**config.mk**
```make
export PLATFORM = sky130hd
export DESIGN_NAME = pipe_skid_stage
export DESIGN_NICKNAME = d
export VERILOG_FILES = /design/src/rtl/pipe_skid_stage.sv
export SDC_FILE = /design/constraint.sdc
export NUM_CORES = 1
export LEC_CHECK = 0
export ABC_AREA = 1
export BUFFER_PORTS_ARGS = -buffer_cell sky130_fd_sc_hd__buf_4
export CORE_ASPECT_RATIO = 0.75
export CORE_MARGIN = 1.5
export CORE_UTILIZATION = 35
export DETAILED_ROUTE_END_ITERATION = 12
export GPL_TIMING_DRIVEN = 0
export PLACE_DENSITY_LB_ADDON = 0.15
export SETUP_SLACK_MARGIN = 0.05
export SLEW_MARGIN = 20
export SYNTH_ARGS = -nofsm -noshare
export SYNTH_HDL_FRONTEND = slang
export SYNTH_SLANG_ARGS = --single-unit
```
**constraint.sdc**
```tcl
create_clock -name clk -period 6.49 [get_ports clk]
set_clock_uncertainty 0.15 [all_clocks]
set_input_delay 0.649 -clock clk [delete_from_list [all_inputs] [get_ports clk]]
set_output_delay 0.649 -clock clk [all_outputs]
set_load 0.1 [all_outputs]
```
**src/rtl/pipe_skid_stage.sv**
```systemverilog
// pipe_skid_stage: one-stage valid/ready pipeline register.
// With SKID_EN=1 it holds up to two entries (main + skid), so in_ready depends
// only on state. With SKID_EN=0 it holds one entry and in_ready passes out_ready.
// Ports:
//   clk, rst_n              clock, synchronous active-low reset
//   in_valid/in_data/in_ready     upstream handshake
//   out_valid/out_data/out_ready  downstream handshake (out_data = head entry)
//   flush_i                 drops every held entry and any offered input
//   occupancy_o             held entries (0..2)
//   stall_cnt_o             saturating count of cycles with out_valid & !out_ready
//   flush_cnt_o             saturating count of entries dropped by flush
module pipe_skid_stage #(
   parameter int unsigned DATA_W  = 64,
   parameter int unsigned SKID_EN = 1,
   parameter int unsigned CNT_W   = 16
) (
   input  logic              clk,
   input  logic              rst_n,
   input  logic              in_valid,
   input  logic [DATA_W-1:0] in_data,
   output logic              in_ready,
   output logic              out_valid,
   output logic [DATA_W-1:0] out_data,
   input  logic              out_ready,
   input  logic              flush_i,
   output logic [1:0]        occupancy_o,
   output logic [CNT_W-1:0]  stall_cnt_o,
   output logic [CNT_W-1:0]  flush_cnt_o
);

   localparam int unsigned SUM_W = CNT_W + 1;
   localparam logic [CNT_W-1:0] CNT_MAX = {CNT_W{1'b1}};

   typedef enum logic [1:0] {
      EMPTY = 2'd0,
      FULL  = 2'd1,
      SKID  = 2'd2
   } state_t;

   state_t            state;
   logic [DATA_W-1:0] main_q;
   logic [DATA_W-1:0] skid_q;
   logic              in_fire;
   logic              out_fire;
   logic [SUM_W-1:0]  flush_sum;

   // Handshake outputs: flush masks both sides in the same cycle.
   always_comb begin
      in_ready    = 1'b0;
      out_valid   = 1'b0;
      occupancy_o = 2'd0;
      case (state)
         EMPTY: occupancy_o = 2'd0;
         FULL:  occupancy_o = 2'd1;
         SKID:  occupancy_o = 2'd2;
         default: occupancy_o = 2'd0;
      endcase
      if (!flush_i) begin
         case (state)
            EMPTY: in_ready = 1'b1;
            FULL: begin
               out_valid = 1'b1;
               // Without a skid slot, space only exists if the head leaves now.
               in_ready  = (SKID_EN != 0) ? 1'b1 : out_ready;
            end
            SKID: out_valid = 1'b1;
            default: begin
               in_ready  = 1'b0;
               out_valid = 1'b0;
            end
         endcase
      end
   end

   assign in_fire   = in_valid & in_ready;
   assign out_fire  = out_valid & out_ready;
   assign out_data  = main_q;
   assign flush_sum = {1'b0, flush_cnt_o} + SUM_W'(occupancy_o);

   // State and counters; reset outranks flush, flush outranks handshakes.
   always_ff @(posedge clk) begin
      if (!rst_n) begin
         state       <= EMPTY;
         stall_cnt_o <= '0;
         flush_cnt_o <= '0;
      end else if (flush_i) begin
         state       <= EMPTY;
         flush_cnt_o <= flush_sum[CNT_W] ? CNT_MAX : flush_sum[CNT_W-1:0];
      end else begin
         if (out_valid && !out_ready && (stall_cnt_o != CNT_MAX)) begin
            stall_cnt_o <= stall_cnt_o + CNT_W'(1);
         end
         case (state)
            EMPTY: if (in_fire) state <= FULL;
            FULL: begin
               if (in_fire && !out_fire) begin
                  state <= SKID;
               end else if (out_fire && !in_fire) begin
                  state <= EMPTY;
               end
            end
            SKID: if (out_fire) state <= FULL;
            default: state <= EMPTY;
         endcase
      end
   end

   // Payload storage; left unreset since state qualifies every read.
   always_ff @(posedge clk) begin
      case (state)
         EMPTY: if (in_fire) main_q <= in_data;
         FULL: begin
            if (in_fire && out_fire) begin
               main_q <= in_data;
            end else if (in_fire) begin
               skid_q <= in_data;
            end
         end
         SKID: if (out_fire) main_q <= skid_q;
         default: ;
      endcase
   end

endmodule

```
==> metrics.md <==
| Metric | Value |
|---|---|
| DRC viols | `0` |
| Crit path launch | `state[1]$_SDFFE_PP0P_` |
| DR vias | `5,089` |
| Die H | `123 um` |
| Antenna violations before repair | `0` |
| Clock latency on the worst-skew pair | `0.42 ns` |
| Synthesized instance count | `652` |
| Crit path required time | `6.47 ns` |
| Slowest cell on crit path | `a211oi_4` |
| Synth area leader | `edfxtp_1` |
| Relative slew margins | `0.533` |
| Worst hold start | `in_data[22]` |
| PortBufs | `167` |
| CTS tree | `done` |
| Cell Rows | `43` |
| Gr usage total | `0.162` |
| Starting Density | `0.360` |
| Hold Crit Class | `input port to flip-flop` |
| Drt total wl | `15,800 um` |
| Lkg Pwr | `3.79 nW` |
| DRT Pass-1 Iters | `5` |
| Vias per cell | `4.61` |
| Die area | `0.0200 mm2` |
| Seq cells post-synth | `162` |
| DRT iter0 DRCs | `335` |
| Hold Path Sink | `skid_q[22]$_DFFE_PP_` |
| Crit path DAT | `2.89 ns` |
| CP Max Fanout | `9` |
| Top-Level Pins | `169` |
| Pwr dens | `329 mW/mm2` |
| Comb power frac | `0.239` |
| Grt ovf | `0` |
| Count of different cell masters after synthesis | `35` |
| Max-cap violations | `0` |
| Setup_tns | `0 ns` |
| Slew at the pin with the worst max-slew slack | `0.698 ns` |
| Synth area leaders | `edfxtp_1 57%, nand2_1 15%, dfxtp_1 10%, nor2_1 2.5%, inv_1 2.4%` |
| Crit-path max cell delay | `0.64 ns` |
| Fin crit period | `2.91 ns` |
| WL/cell | `14.3 um` |
| CTS Buf Count | `17` |
| Mean Syn Cell Area | `10.3 um2` |
| Post-synthesis sequential area ratio | `0.675` |
| Layout cell share with drive strength beyond 1 | `0.263` |
| Placed cell area | `0.00837 mm2` |
| Post-route ant nets | `0` |
| Hold depth | `1` |
| RSZ-0062 raised after global routing | `false` |
| Status | `complete, no violations` |
| Post-synth EDFFs | `128` |
| Die X | `163 um` |
| Clock power share | `0.344` |
| Pins Over Slew Limit | `0` |
| HPWL Detailed | `11,200 um` |
| Nets | `924` |
| Setup bufs post-CTS | `0` |
| Internal power | `1.93 mW` |
| RR Startpoint | `state[1]$_SDFFE_PP0P_` |
| Asr flop ratio synth | `0` |
| Max Buffers Root-to-Sink | `2` |
| Synth Cell Area | `0.00671 mm2` |
| Gpl congestion | `0.858` |
| Setup violators final | `0` |
| Yosys top cell area share | `0.573` |
| Crit share post-route | `0.449` |
| Post-Syn Nets | `732` |
| Reg2reg setup slack | `3.58 ns` |
| Synth Warn # | `0` |
| H-tree levels | `4` |
| Vias in the first global route | `4,879` |
| Core region area | `0.0186 mm2` |
| Area growth, synth to finish | `33.8%` |
| Critical path cell sequence | `inv_1, ha_1, nor2_1, nor2_1, nand2_1, inv_1, ha_1, inv_1, a211oi_4, buf_6, buf_6` |
| Post_cts resized | `0` |
| Hold_buf cts | `0` |
| VDD IR-drop max | `0.160 mV` |
| Achievable frequency | `344 MHz` |
| Crit Reg-Reg Endpoint | `out_data[56]$_DFFE_PP_` |
| Diode count | `0` |
| Crit end category | `flip-flop` |
| Design area | `0.00897 mm2` |
| Crit-path most repeated cell | `inv_1` |
| Largest net degree at the start of global routing | `45` |
| Worst-path clk slew | `0.07 ns` |
| Reg2Reg Depth | `11` |
| Classification of the worst setup path | `flip-flop to flip-flop` |
| Final Hold Fails | `0` |
| Clk root buf | `clkbuf_16` |
| Synth Flop Type | `edfxtp_1` |
| Sw Ratio | `0.347` |
| P_sw | `1.02 mW` |
| Clock sink count | `162` |
| First-pass GRT wire length | `25,000 um` |
| Startpoint Class | `flip-flop` |
| Sequential Power Share | `0.417` |
==> logic make-up after synthesis <==
| group | count (synthesis) | share of synthesized area |
|---|---|---|
| simple gates | 369 | 0.227 |
| flops | 162 | 0.675 |
| buf+inv | 67 | 0.0392 |
| compound gates | 36 | 0.0293 |
| fa+ha+maj | 11 | 0.0205 |
| xor+xnor | 7 | 0.00914 |
==> routing by layer <==
metal,track usage,vias up,part of all wire
met5,0,-,0
met1,0.218,2381,0.47
li1,-,2541,-
met3,0.0537,16,0.063
met2,0.248,151,0.46
met4,0.0505,0,0.013
==> cell usage in the layout (no fill, tap or decap), types with 2 or more instances in the layout <==
cell	instances
nand2_1	271
buf_4	168
edfxtp_1	128
nor2_1	45
inv_1	41
dfxtp_1	34
nand3_1	21
a21oi_1	18
clkbuf_16	17
clkbuf_1	13
o21ai_0	11
ha_1	11
nand4_1	10
nor3_1	7
inv_2	5
buf_6	5
xor2_1	5
buf_1	4
inv_6	4
clkinv_4	4
nand2_2	3
o21bai_1	3
nor2_2	2
nor3_2	2
clkinv_1	2
xnor2_1	2
bufinv_16	2
==> synth_stat cells, drive strengths merged, types with 3 or more instances <==
cell type / instances
nand2: 275
nand3: 21
xor2: 5
buf: 6
nor2: 48
dfxtp: 34
a21oi: 18
clkbuf: 13
o21ai: 12
ha: 11
inv: 47
o21bai: 3
nor3: 9
edfxtp: 128
nand4: 11
==> flip-flops by register name, indices dropped and copies added (netlist names) <==
name,flops
skid_q,64
stall_cnt_o,16
state,2
out_data,64
flush_cnt_o,16
==> power groups by stage <==
stage	Sequential (mW)	Combinational, mW	Clock [mW]
final	1.23	0.707	1.02
after global routing	1.24	0.740	1.09
after CTS	1.23	0.713	1.05
after detailed placement	1.25	0.712	0
after global placement	1.26	0.690	0
after floorplan	1.67	0.113	0
==> per-stage QoR <==
stage,cells,hold WS (ns),worst slack (ns),utilization,power (mW)
2_1_floorplan,652,0.341,0.758,-,1.79
3_3_place_gp,1066,0.340,0.281,0.444,1.95
3_5_place_dp,1072,0.348,3.55,0.450,1.97
4_1_cts,1104,0.237,3.56,0.482,2.99
5_1_grt,1104,0.226,3.39,0.482,3.07
6_report,1104,0.257,3.58,0.482,2.95
==> worst max-delay path, delay by kind of cell, from the launching register on <==
family / cells / cell delay, ns
flops: 1 / 0.34
simple gates: 3 / 0.36
buf+inv: 5 / 0.70
fa+ha+maj: 2 / 0.44
compound gates: 1 / 0.64
==> layout make-up <==
type                    instances  area, um2
fillers                      1755       9650
flip-flops and latches        162       4520
multi-input cells             423       1930
repair buffers                173       1340
clock buffers                  17        425
well taps                     247        309
inverters                      48        183
clock inverters                15        174
plain buffers                  19       82.6
==> worst max path at each step <==
stage	depth (start not counted)	slack [ns]	end
2_1_floorplan	9	0.76	out_data[0]$_DFFE_PP_
3_3_place_gp	7	0.28	out_data[23]$_DFFE_PP_
3_5_place_dp	9	3.55	out_data[47]$_DFFE_PP_
4_1_cts	11	3.56	out_data[56]$_DFFE_PP_
5_1_grt	11	3.39	out_data[56]$_DFFE_PP_
6_report	11	3.58	out_data[56]$_DFFE_PP_
Power figures use the tool's default switching activity.
